File: config.mk
export PLATFORM = sky130hd
export DESIGN_NAME = fetch_unit
export DESIGN_NICKNAME = d
export VERILOG_FILES = /design/src/rtl/mosby_pkg.sv /design/src/rtl/fetch_queue.sv /design/src/rtl/fetch_unit.sv
export SDC_FILE = /design/constraint.sdc
export NUM_CORES = 1
export LEC_CHECK = 0
export BUFFER_PORTS_ARGS = -buffer_cell sky130_fd_sc_hd__buf_2
export CAP_MARGIN = 0
export CORE_MARGIN = 2
export CORE_UTILIZATION = 51
export CTS_CLUSTER_SIZE = 28
export DETAILED_ROUTE_END_ITERATION = 8
export PLACE_DENSITY = 0.76
export REMOVE_ABC_BUFFERS = 1
export SLEW_MARGIN = 20
export SYNTH_ARGS = -nofsm -noshare
export SYNTH_HDL_FRONTEND = slang
export SYNTH_SLANG_ARGS = --single-unit
export TNS_END_PERCENT = 50
File: constraint.sdc
create_clock -name clk -period 2.4 [get_ports clk]
set_input_delay 0.12 -clock clk [delete_from_list [all_inputs] [get_ports clk]]
set_output_delay 0.12 -clock clk [all_outputs]
set_load 0.01 [all_outputs]
File: src/rtl/mosby_pkg.sv
// Shared definitions for the mosby fetch/decode front end.
package mosby_pkg;

  localparam int          FETCH_ADDR_W   = 16;
  localparam int          FETCH_DEPTH    = 4;
  localparam logic [15:0] FETCH_RESET_PC = 16'h0200;

  typedef enum logic [1:0] {
    IDLE    = 2'd0,
    REQ     = 2'd1,
    DISCARD = 2'd2
  } fetch_state_e;

  localparam logic [7:0] OP_BRK     = 8'h00;
  localparam logic [7:0] OP_JMP_ABS = 8'h4C;
  localparam logic [7:0] OP_ADC_IMM = 8'h69;
  localparam logic [7:0] OP_LDA_IMM = 8'hA9;
  localparam logic [7:0] OP_NOP     = 8'hEA;

  function automatic logic [15:0] sat_add16(
    input logic [15:0] a,
    input logic [15:0] b
  );
    logic [16:0] s;
    s = {1'b0, a} + {1'b0, b};
    return s[16] ? 16'hFFFF : s[15:0];
  endfunction

endpackage

File: src/rtl/fetch_queue.sv
// Byte-wide circular prefetch FIFO; clear wins over push/pop.
// Head reads as 8'h00 while the queue is empty.
module fetch_queue #(
  parameter int DEPTH = 4
) (
  input  logic                   clk,
  input  logic                   rst,
  input  logic                   push,
  input  logic [7:0]             din,
  input  logic                   pop,
  input  logic                   clear,
  output logic [7:0]             head,
  output logic [$clog2(DEPTH):0] count
);

  localparam int PW = $clog2(DEPTH);
  localparam int CW = PW + 1;

  logic [7:0]    mem [DEPTH];
  logic [PW-1:0] rptr;
  logic [PW-1:0] wptr;
  logic          do_pop;
  logic          do_push;

  assign do_pop  = pop && (count != '0);
  assign do_push = push && ((count != CW'(DEPTH)) || do_pop);
  assign head    = (count == '0) ? 8'h00 : mem[rptr];

  always_ff @(posedge clk or negedge rst) begin
    if (!rst) begin
      rptr  <= '0;
      wptr  <= '0;
      count <= '0;
    end else if (clear) begin
      rptr  <= '0;
      wptr  <= '0;
      count <= '0;
    end else begin
      if (do_push) wptr <= wptr + PW'(1);
      if (do_pop)  rptr <= rptr + PW'(1);
      if (do_push && !do_pop)
        count <= count + CW'(1);
      else if (do_pop && !do_push)
        count <= count - CW'(1);
    end
  end

  always_ff @(posedge clk) begin
    if (do_push && !clear) mem[wptr] <= din;
  end

endmodule

File: src/rtl/fetch_unit.sv
// Instruction fetch: PC generation, memory req/ack, prefetch queue.
// Optional FETCH_PERF_EN adds saturating fetched/discarded counters.
module fetch_unit
  import mosby_pkg::*;
#(
  parameter int                ADDR_W   = FETCH_ADDR_W,
  parameter int                DEPTH    = FETCH_DEPTH,
  parameter logic [ADDR_W-1:0] RESET_PC = ADDR_W'(FETCH_RESET_PC)
) (
  input  logic                   clk,
  input  logic                   rst,
  output logic                   mem_req,
  output logic [ADDR_W-1:0]      mem_addr,
  input  logic                   mem_ack,
  input  logic [7:0]             mem_rdata,
  input  logic                   flush,
  input  logic [ADDR_W-1:0]      flush_addr,
  input  logic                   consume,
  output logic [7:0]             instruction,
  output logic                   normal,
  output logic [ADDR_W-1:0]      head_pc,
  output logic [$clog2(DEPTH):0] queue_count
`ifdef FETCH_PERF_EN
  ,
  output logic [15:0]            perf_fetched,
  output logic [15:0]            perf_discarded
`endif
);

  localparam int CW = $clog2(DEPTH) + 1;

  fetch_state_e      state;
  fetch_state_e      state_nx;
  logic [ADDR_W-1:0] fetch_pc;
  logic [ADDR_W-1:0] hold_addr;
  logic              in_req;
  logic              in_disc;
  logic              push;
  logic              pop;
  logic [CW:0]       level;
  logic              level_ok;

  assign in_req   = (state == REQ);
  assign in_disc  = (state == DISCARD);
  assign normal   = (queue_count != '0);
  assign pop      = consume && normal && !flush;
  assign push     = in_req && mem_ack && !flush;
  assign mem_req  = in_req || in_disc;
  assign mem_addr = in_disc ? hold_addr : fetch_pc;

  // Occupancy after this cycle's ack and pop; decides back-to-back.
  assign level    = {1'b0, queue_count} + (CW+1)'(1)
                  - {{CW{1'b0}}, pop};
  assign level_ok = level < (CW+1)'(DEPTH);

  always_comb begin
    state_nx = state;
    unique case (state)
      IDLE: begin
        if (!flush && (queue_count < CW'(DEPTH)))
          state_nx = REQ;
      end
      REQ: begin
        if (flush)
          state_nx = mem_ack ? REQ : DISCARD;
        else if (mem_ack && !level_ok)
          state_nx = IDLE;
      end
      DISCARD: begin
        if (mem_ack) state_nx = REQ;
      end
      default: state_nx = IDLE;
    endcase
  end

  always_ff @(posedge clk or negedge rst) begin
    if (!rst) begin
      state     <= IDLE;
      fetch_pc  <= RESET_PC;
      hold_addr <= RESET_PC;
      head_pc   <= RESET_PC;
    end else begin
      state <= state_nx;
      if (flush)
        fetch_pc <= flush_addr;
      else if (push)
        fetch_pc <= fetch_pc + ADDR_W'(1);
      // Keep the abandoned address on the bus until memory answers.
      if (in_req && flush && !mem_ack)
        hold_addr <= fetch_pc;
      if (flush)
        head_pc <= flush_addr;
      else if (pop)
        head_pc <= head_pc + ADDR_W'(1);
    end
  end

  fetch_queue #(
    .DEPTH (DEPTH)
  ) u_queue (
    .clk   (clk),
    .rst   (rst),
    .push  (push),
    .din   (mem_rdata),
    .pop   (pop),
    .clear (flush),
    .head  (instruction),
    .count (queue_count)
  );

`ifdef FETCH_PERF_EN
  logic [15:0] drop_n;
  logic        drop_ack;

  assign drop_ack = mem_ack && (in_disc || (in_req && flush));

  always_comb begin
    drop_n = {15'b0, drop_ack};
    if (flush) drop_n = drop_n + 16'(queue_count);
  end

  always_ff @(posedge clk or negedge rst) begin
    if (!rst) begin
      perf_fetched   <= '0;
      perf_discarded <= '0;
    end else begin
      perf_fetched   <= sat_add16(perf_fetched, {15'b0, push});
      perf_discarded <= sat_add16(perf_discarded, drop_n);
    end
  end
`endif

endmodule

After elaboration in Yosys (flattened, before gate mapping)
Memories as Yosys holds them, arrays and structs flattened.
Cells that the tools add are included.
{"block": "totals", "output_inout_bits": 45, "word_cells": 74, "n_memories": 1, "ram_bits": 32, "ff_bits": 57}
{"block": "classes", "mux": 21, "order_cmp": 2, "reduce_logical": 29, "n_eq_ne": 6, "addsub": 8}
{"name": "u_queue.mem", "depth": 4, "width": 8, "rd": 1, "rd_clocked_by_memory_dff": 0, "write_ports": 1, "line_no": "fetch_queue.sv:19", "text": "logic [7:0] mem [DEPTH];"}
{"cell": "2-to-1 mux 16 bit", "n": 5}
{"cell": "adder 16 x 1 -> 16 bit, second input constant", "n": 2}
{"cell": "2-to-1 mux 2 bit", "n": 9}
{"cell": "logical AND 1 bit", "n": 13}
{"cell": "2-to-1 mux 3 bit", "n": 3}
{"cell": "2-to-1 mux 8 bit", "n": 1}
{"cell": "nonzero test 2 bit", "n": 4}
{"cell": "case mux 2 bit (3 select lines)", "n": 1}
{"cell": "nonzero test 3 bit", "n": 2}
{"cell": "logical NOT 1 bit", "n": 5}
{"cell": "adder 2 x 1 -> 2 bit, second input constant", "n": 2}
{"cell": "adder 3 x 1 -> 4 bit, second input constant", "n": 1}
{"cell": "less-than comparator 4 x 3 -> 1 bit, second input constant", "n": 1}
{"cell": "inequality test 2 bit, second input constant", "n": 2}
{"cell": "subtractor 4 x 1 -> 4 bit", "n": 1}
{"cell": "adder 3 x 1 -> 3 bit, second input constant", "n": 1}
{"cell": "logical NOT 3 bit", "n": 1}
{"cell": "less-than comparator 3 bit, second input constant", "n": 1}
{"cell": "inequality test 3 x 2 -> 1 bit, second input constant", "n": 1}
{"cell": "inequality test 3 bit, second input constant", "n": 1}
{"cell": "AND reduction 3 bit", "n": 1}
{"cell": "subtractor 3 x 1 -> 3 bit, second input constant", "n": 1}
{"cell": "== test 2 x 1 -> 1 bit, second input constant", "n": 1}
{"cell": "== test 2 bit, second input constant", "n": 1}
{"cell": "other kinds (3)", "n": 5}

Depth between registers and ports, before layout
{"block": "depth", "depth_word": 11, "depth_mapped": 9}

Hierarchy
A second synthesis with hierarchy kept.
{"block": "hier_totals", "hier_cells": 358, "hier_area_um2": 4555.6}
{"module": "fetch_unit", "instances": 1, "cells_per_inst": 260, "seq_area_each_um2": 1255.0, "area_each_um2": 2864.0}
{"module": "fetch_queue", "instances": 1, "cells_per_inst": 98, "seq_area_each_um2": 1136.1, "area_each_um2": 1691.6}

Worst setup path before layout
Ideal clock, no wire load.
{"block": "synth_timing", "path_type": "reg2reg", "from": "reg u_queue.count[1]", "to": "reg u_queue.count[2]", "stages_incl_launch_ff": 8, "setup_ns": 0.136, "t_arrival_ns": 2.218, "n_path_buf": 1, "slack_ns": 0.046, "cell_sequence": "dfrtp_1 -> buf_2 -> nor4b_1 -> nor4_2 -> fa_1 -> or3_2 -> a31oi_1 -> a21oi_1"}
{"block": "synth_between", "elab_chain_cells": 9}
{"item": "from (decl)", "line_no": "fetch_queue.sv:13", "text": "output logic [$clog2(DEPTH):0] count"}
{"item": "from (signal assigned)", "line_no": "fetch_queue.sv:42", "text": "count <= count + CW'(1);"}
{"item": "from (signal assigned)", "line_no": "fetch_queue.sv:44", "text": "count <= count - CW'(1);"}
{"item": "parallel branches: the longest is 9 deep, another holds subtractor 3 x 1 -> 3 bit"}
Parallel ways; which one is timed is not known. The select of a mux whose other input is x is not followed.
A chain may end at the register's enable or synchronous reset.

Final worst setup path
Ends and elaborated chain as after synthesis.

==> run summary <==
## Outcome
- **result of the run** completed

## Layout
- **post-route cell area** 0.00528 mm²
- **antenna cells** 0
- **relative area change from synthesis to final layout** 17.3%
- **layout cell share with drive strength beyond 1** 36.0%
- **Filler Cells Inserted** 713
- **Layout Nets** 482
- **core occupancy in the finished layout** 61.1%

## Placement
- **Final GP Congestion** 0.871
- **HPWL after detailed placement** 6490 µm
- **number of buffers inserted by port buffering** 73
- **DP Area** 0.00500 mm²

## GRT
- **global-route wire length before repair** 15300 µm
- **GRT Util Overall** 20.1%
- **antenna violations before repair** 0
- **vias in the first global route** 3028
- **largest net degree at the start of global routing** 58
- **Remaining Overflow, GRT** 0

## Drt
- **post-DR wirelength/cell** 16.6 µm
- **average vias per placed instance** 5.61
- **remaining routing DRC violations** 0
- **final routed wirelength across all metal layers** 9200 µm
- **Pre-Repair DR Iteration Count** 4
- **initial DRC count** 157
- **via count** 3116
- **Detail Route Antenna Nets** 0

## STA
- **hold slack** 18.3 ps
- **fin crit period** 2210 ps
- **final setup violation count** 0
- **unrepaired setup endpoints after global routing** false
- **final max-slew violation count** 0
- **final worst clock skew** 18.8 ps
- **Peak Freq** 0.452 GHz
- **sum of negative setup slack** 0 ps
- **slew at the pin closest to its max-slew limit** 717 ps
- **number of endpoints with negative hold slack in the final report** 0
- **slew margin rel.** 52.2%
- **ratio of final minimum period to clock period** 92.2%

## Clock tree
- **H-Tree Depth** 3
- **clock edge transition at the registers on the reported setup and hold paths** 90 ps
- **Clock Path Buffers** 2
- **Setup Buffers After CTS** 0
- **# clock sinks** 89
- **number of buffers added by the clock tree synthesis step** 9
- **CTS tree** yes
- **cell at the root of the clock tree** sky130_fd_sc_hd__clkbuf_8
- **clk_lat worst skew** 350 ps

## Floorplan
- **Initial Utilization** 52.1%
- **Die X-Extent** 98.0 µm
- **overall die height** 98.0 µm
- **num rows** 34
- **count of boundary I/O pins** 74
- **placeable core region** 0.00864 mm²
- **area enclosed by the die boundary** 0.00960 mm²

## Power and ir drop
- **peak supply drop** 0.441 mV
- **power per cell area** 978 mW/mm²
- **sequential cell fraction of total power** 42.3%
- **static leakage power** 2.14 nW
- **switching power** 1.80 mW
- **sw frac** 34.9%
- **clock network power share** 19.1%
- **power share of the combinational group** 38.6%
- **cell internal pwr** 3.36 mW

## Worst setup path
- **Buffers & Inverters on Critical Path** 0
- **cell family with most CP delay** simple AND/OR/NAND/NOR gates
- **end of the worst register-to-register path** u_queue.count[2]
- **worst setup slack for register-to-register paths** 190 ps
- **crit-path cells** nor4b_2 > nor4_2 > fa_1 > or3_2 > a31oi_1 > a21oi_1
- **worst setup path category** flip-flop to flip-flop
- **length in cells of the worst reg-to-reg path** 6
- **Worst Path Max Fanout** 4
- **Critical Path Source Type** flip-flop
- **Critical Path Slowest Stage Cell** sky130_fd_sc_hd__or3_2
- **CP required** 2620 ps
- **Crit Reg-Reg Startpoint** u_queue.count[1]
- **WP data arrival** 2430 ps
- **critical path's largest stage delay** 480 ps
- **critical path capture point type** flip-flop

## Logic synthesis
- **mean instance size in the synthesized netlist** 12.6 µm²
- **top flip-flop cell by instance count after synthesis** sky130_fd_sc_hd__dfrtp_1
- **Netlist cell types** 51
- **YS warnings** 0
- **number of enable-type register cells in the synthesized netlist** 32
- **share of the yosys chip area belonging to registers** 53.1%
- **count of mapped cells out of synthesis** 358
- **share of flip-flops with an asynchronous set or reset after synthesis** 64.0%
- **post-synthesis instance area** 0.00450 mm²
- **flip-flop and latch count after synthesis** 89

## Hold path
- **hold path cells** 2
- **worst hold-check path type** input port to flip-flop
- **endpoint of the worst hold-timing path** fetch_pc[6]
- **source of the worst hold timing path** flush_addr[6]

## Flow run
- **# Max-Cap Violations** 0

synth_stat cells, types with 6 or more instances:
cell	instances	area, µm²
sky130_fd_sc_hd__dfrtp_1	54	1350
sky130_fd_sc_hd__mux2_2	44	495
sky130_fd_sc_hd__edfxtp_1	32	961
sky130_fd_sc_hd__nand2_1	16	60.1
sky130_fd_sc_hd__nor2_1	15	56.3
sky130_fd_sc_hd__inv_1	12	45.0
sky130_fd_sc_hd__buf_2	11	55.1
sky130_fd_sc_hd__ha_1	10	125
sky130_fd_sc_hd__xnor2_1	10	87.6
sky130_fd_sc_hd__xor2_1	10	87.6
sky130_fd_sc_hd__a21oi_1	9	45.0
sky130_fd_sc_hd__nand3_1	9	45.0
sky130_fd_sc_hd__nand4_1	9	56.3
sky130_fd_sc_hd__mux4_2	8	180
sky130_fd_sc_hd__nor2b_1	8	50.1
sky130_fd_sc_hd__a31oi_1	7	43.8
sky130_fd_sc_hd__clkbuf_1	7	26.3
sky130_fd_sc_hd__mux2i_1	7	70.1
sky130_fd_sc_hd__o21ai_0	7	35.0
sky130_fd_sc_hd__nor3_1	6	30.0
repair_timing:
item                                    CTS  global route
endpoints found under the hold margin    84             0
endpoints found under the setup margin    0             1
hold buffers                              9             0
resized for setup                         0             1
cell usage in the layout (no fill, tap or decap), types with 10 or more instances in the layout:
cell type,synthesis,layout
sky130_fd_sc_hd__buf_2,11,73
sky130_fd_sc_hd__dfrtp_1,54,54
sky130_fd_sc_hd__mux2_2,44,44
sky130_fd_sc_hd__edfxtp_1,32,32
sky130_fd_sc_hd__nand2_1,16,16
sky130_fd_sc_hd__nor2_1,15,15
sky130_fd_sc_hd__buf_4,0,13
sky130_fd_sc_hd__inv_1,12,12
sky130_fd_sc_hd__xnor2_1,10,10
sky130_fd_sc_hd__xor2_1,10,10
sky130_fd_sc_hd__ha_1,10,10
through the flow:
stage	cells	total power, mW	worst slack, ps
2_1_floorplan	336	3.44	120
3_3_place_gp	530	4.12	178
3_5_place_dp	530	4.19	81.6
4_1_cts	555	5.19	75.2
5_1_grt	555	5.50	86.4
6_report	555	5.17	188
cell type report:
cell class              count  area [µm²]  area share (%)
inverters                  13        48.8           0.924
clock buffers              10         128            2.42
well taps                 108         135            2.56
clock inverters             6        58.8            1.11
flip-flops and latches     89        2390            45.3
repair buffers             95         553            10.5
multi-input cells         234        1970            37.2
power groups by stage:
stage | clock (mW) | sequential (mW) | combinational [mW]
final | 0.985 | 2.19 | 1.99
after global routing | 1.08 | 2.24 | 2.18
after CTS | 1.01 | 2.19 | 2.00
after detailed placement | 0 | 2.22 | 1.97
after global placement | 0 | 2.19 | 1.93
after floorplan | 0 | 2.21 | 1.24
state kept, by name, indices dropped and copies added, names as in the netlist:
signal,cells
u_queue.mem,32
fetch_pc,16
head_pc,16
hold_addr,16
u_queue.count,3
state,2
u_queue.rptr,2
u_queue.wptr,2
worst max path at each step:
stage	from	endpoint	slack (ps)	cells past startpoint
after floorplan	u_queue.count[1]	u_queue.count[2]	120	6
after global placement	u_queue.count[1]	u_queue.count[2]	180	6
after detailed placement	u_queue.count[1]	u_queue.count[2]	80	6
after CTS	u_queue.count[1]	u_queue.count[2]	80	6
after global routing	u_queue.count[1]	u_queue.count[2]	90	6
final	u_queue.count[1]	u_queue.count[2]	190	6
cell families (layout without fill, tap and decap cells):
family,Yosys count,in the layout,share of synthesized area (%)
xor+xnor,20,20,3.89
compound gates,47,47,7.36
simple gates,97,97,12.5
flops,89,89,53.1
fa+ha+maj,11,11,3.22
mux,59,59,16.6
buf+inv,35,124,3.39
layer usage:
| metal | vias up | track usage, % | wire, µm |
|---|---|---|---|
| met1 | 1545 | 30.0 | 4360 |
| met2 | 75 | 30.5 | 4350 |
| met5 | - | 0 | 0 |
| li1 | 1490 | - | - |
| met4 | 0 | 5.45 | 102 |
| met3 | 6 | 3.87 | 382 |
Power figures use the tool's default switching activity.
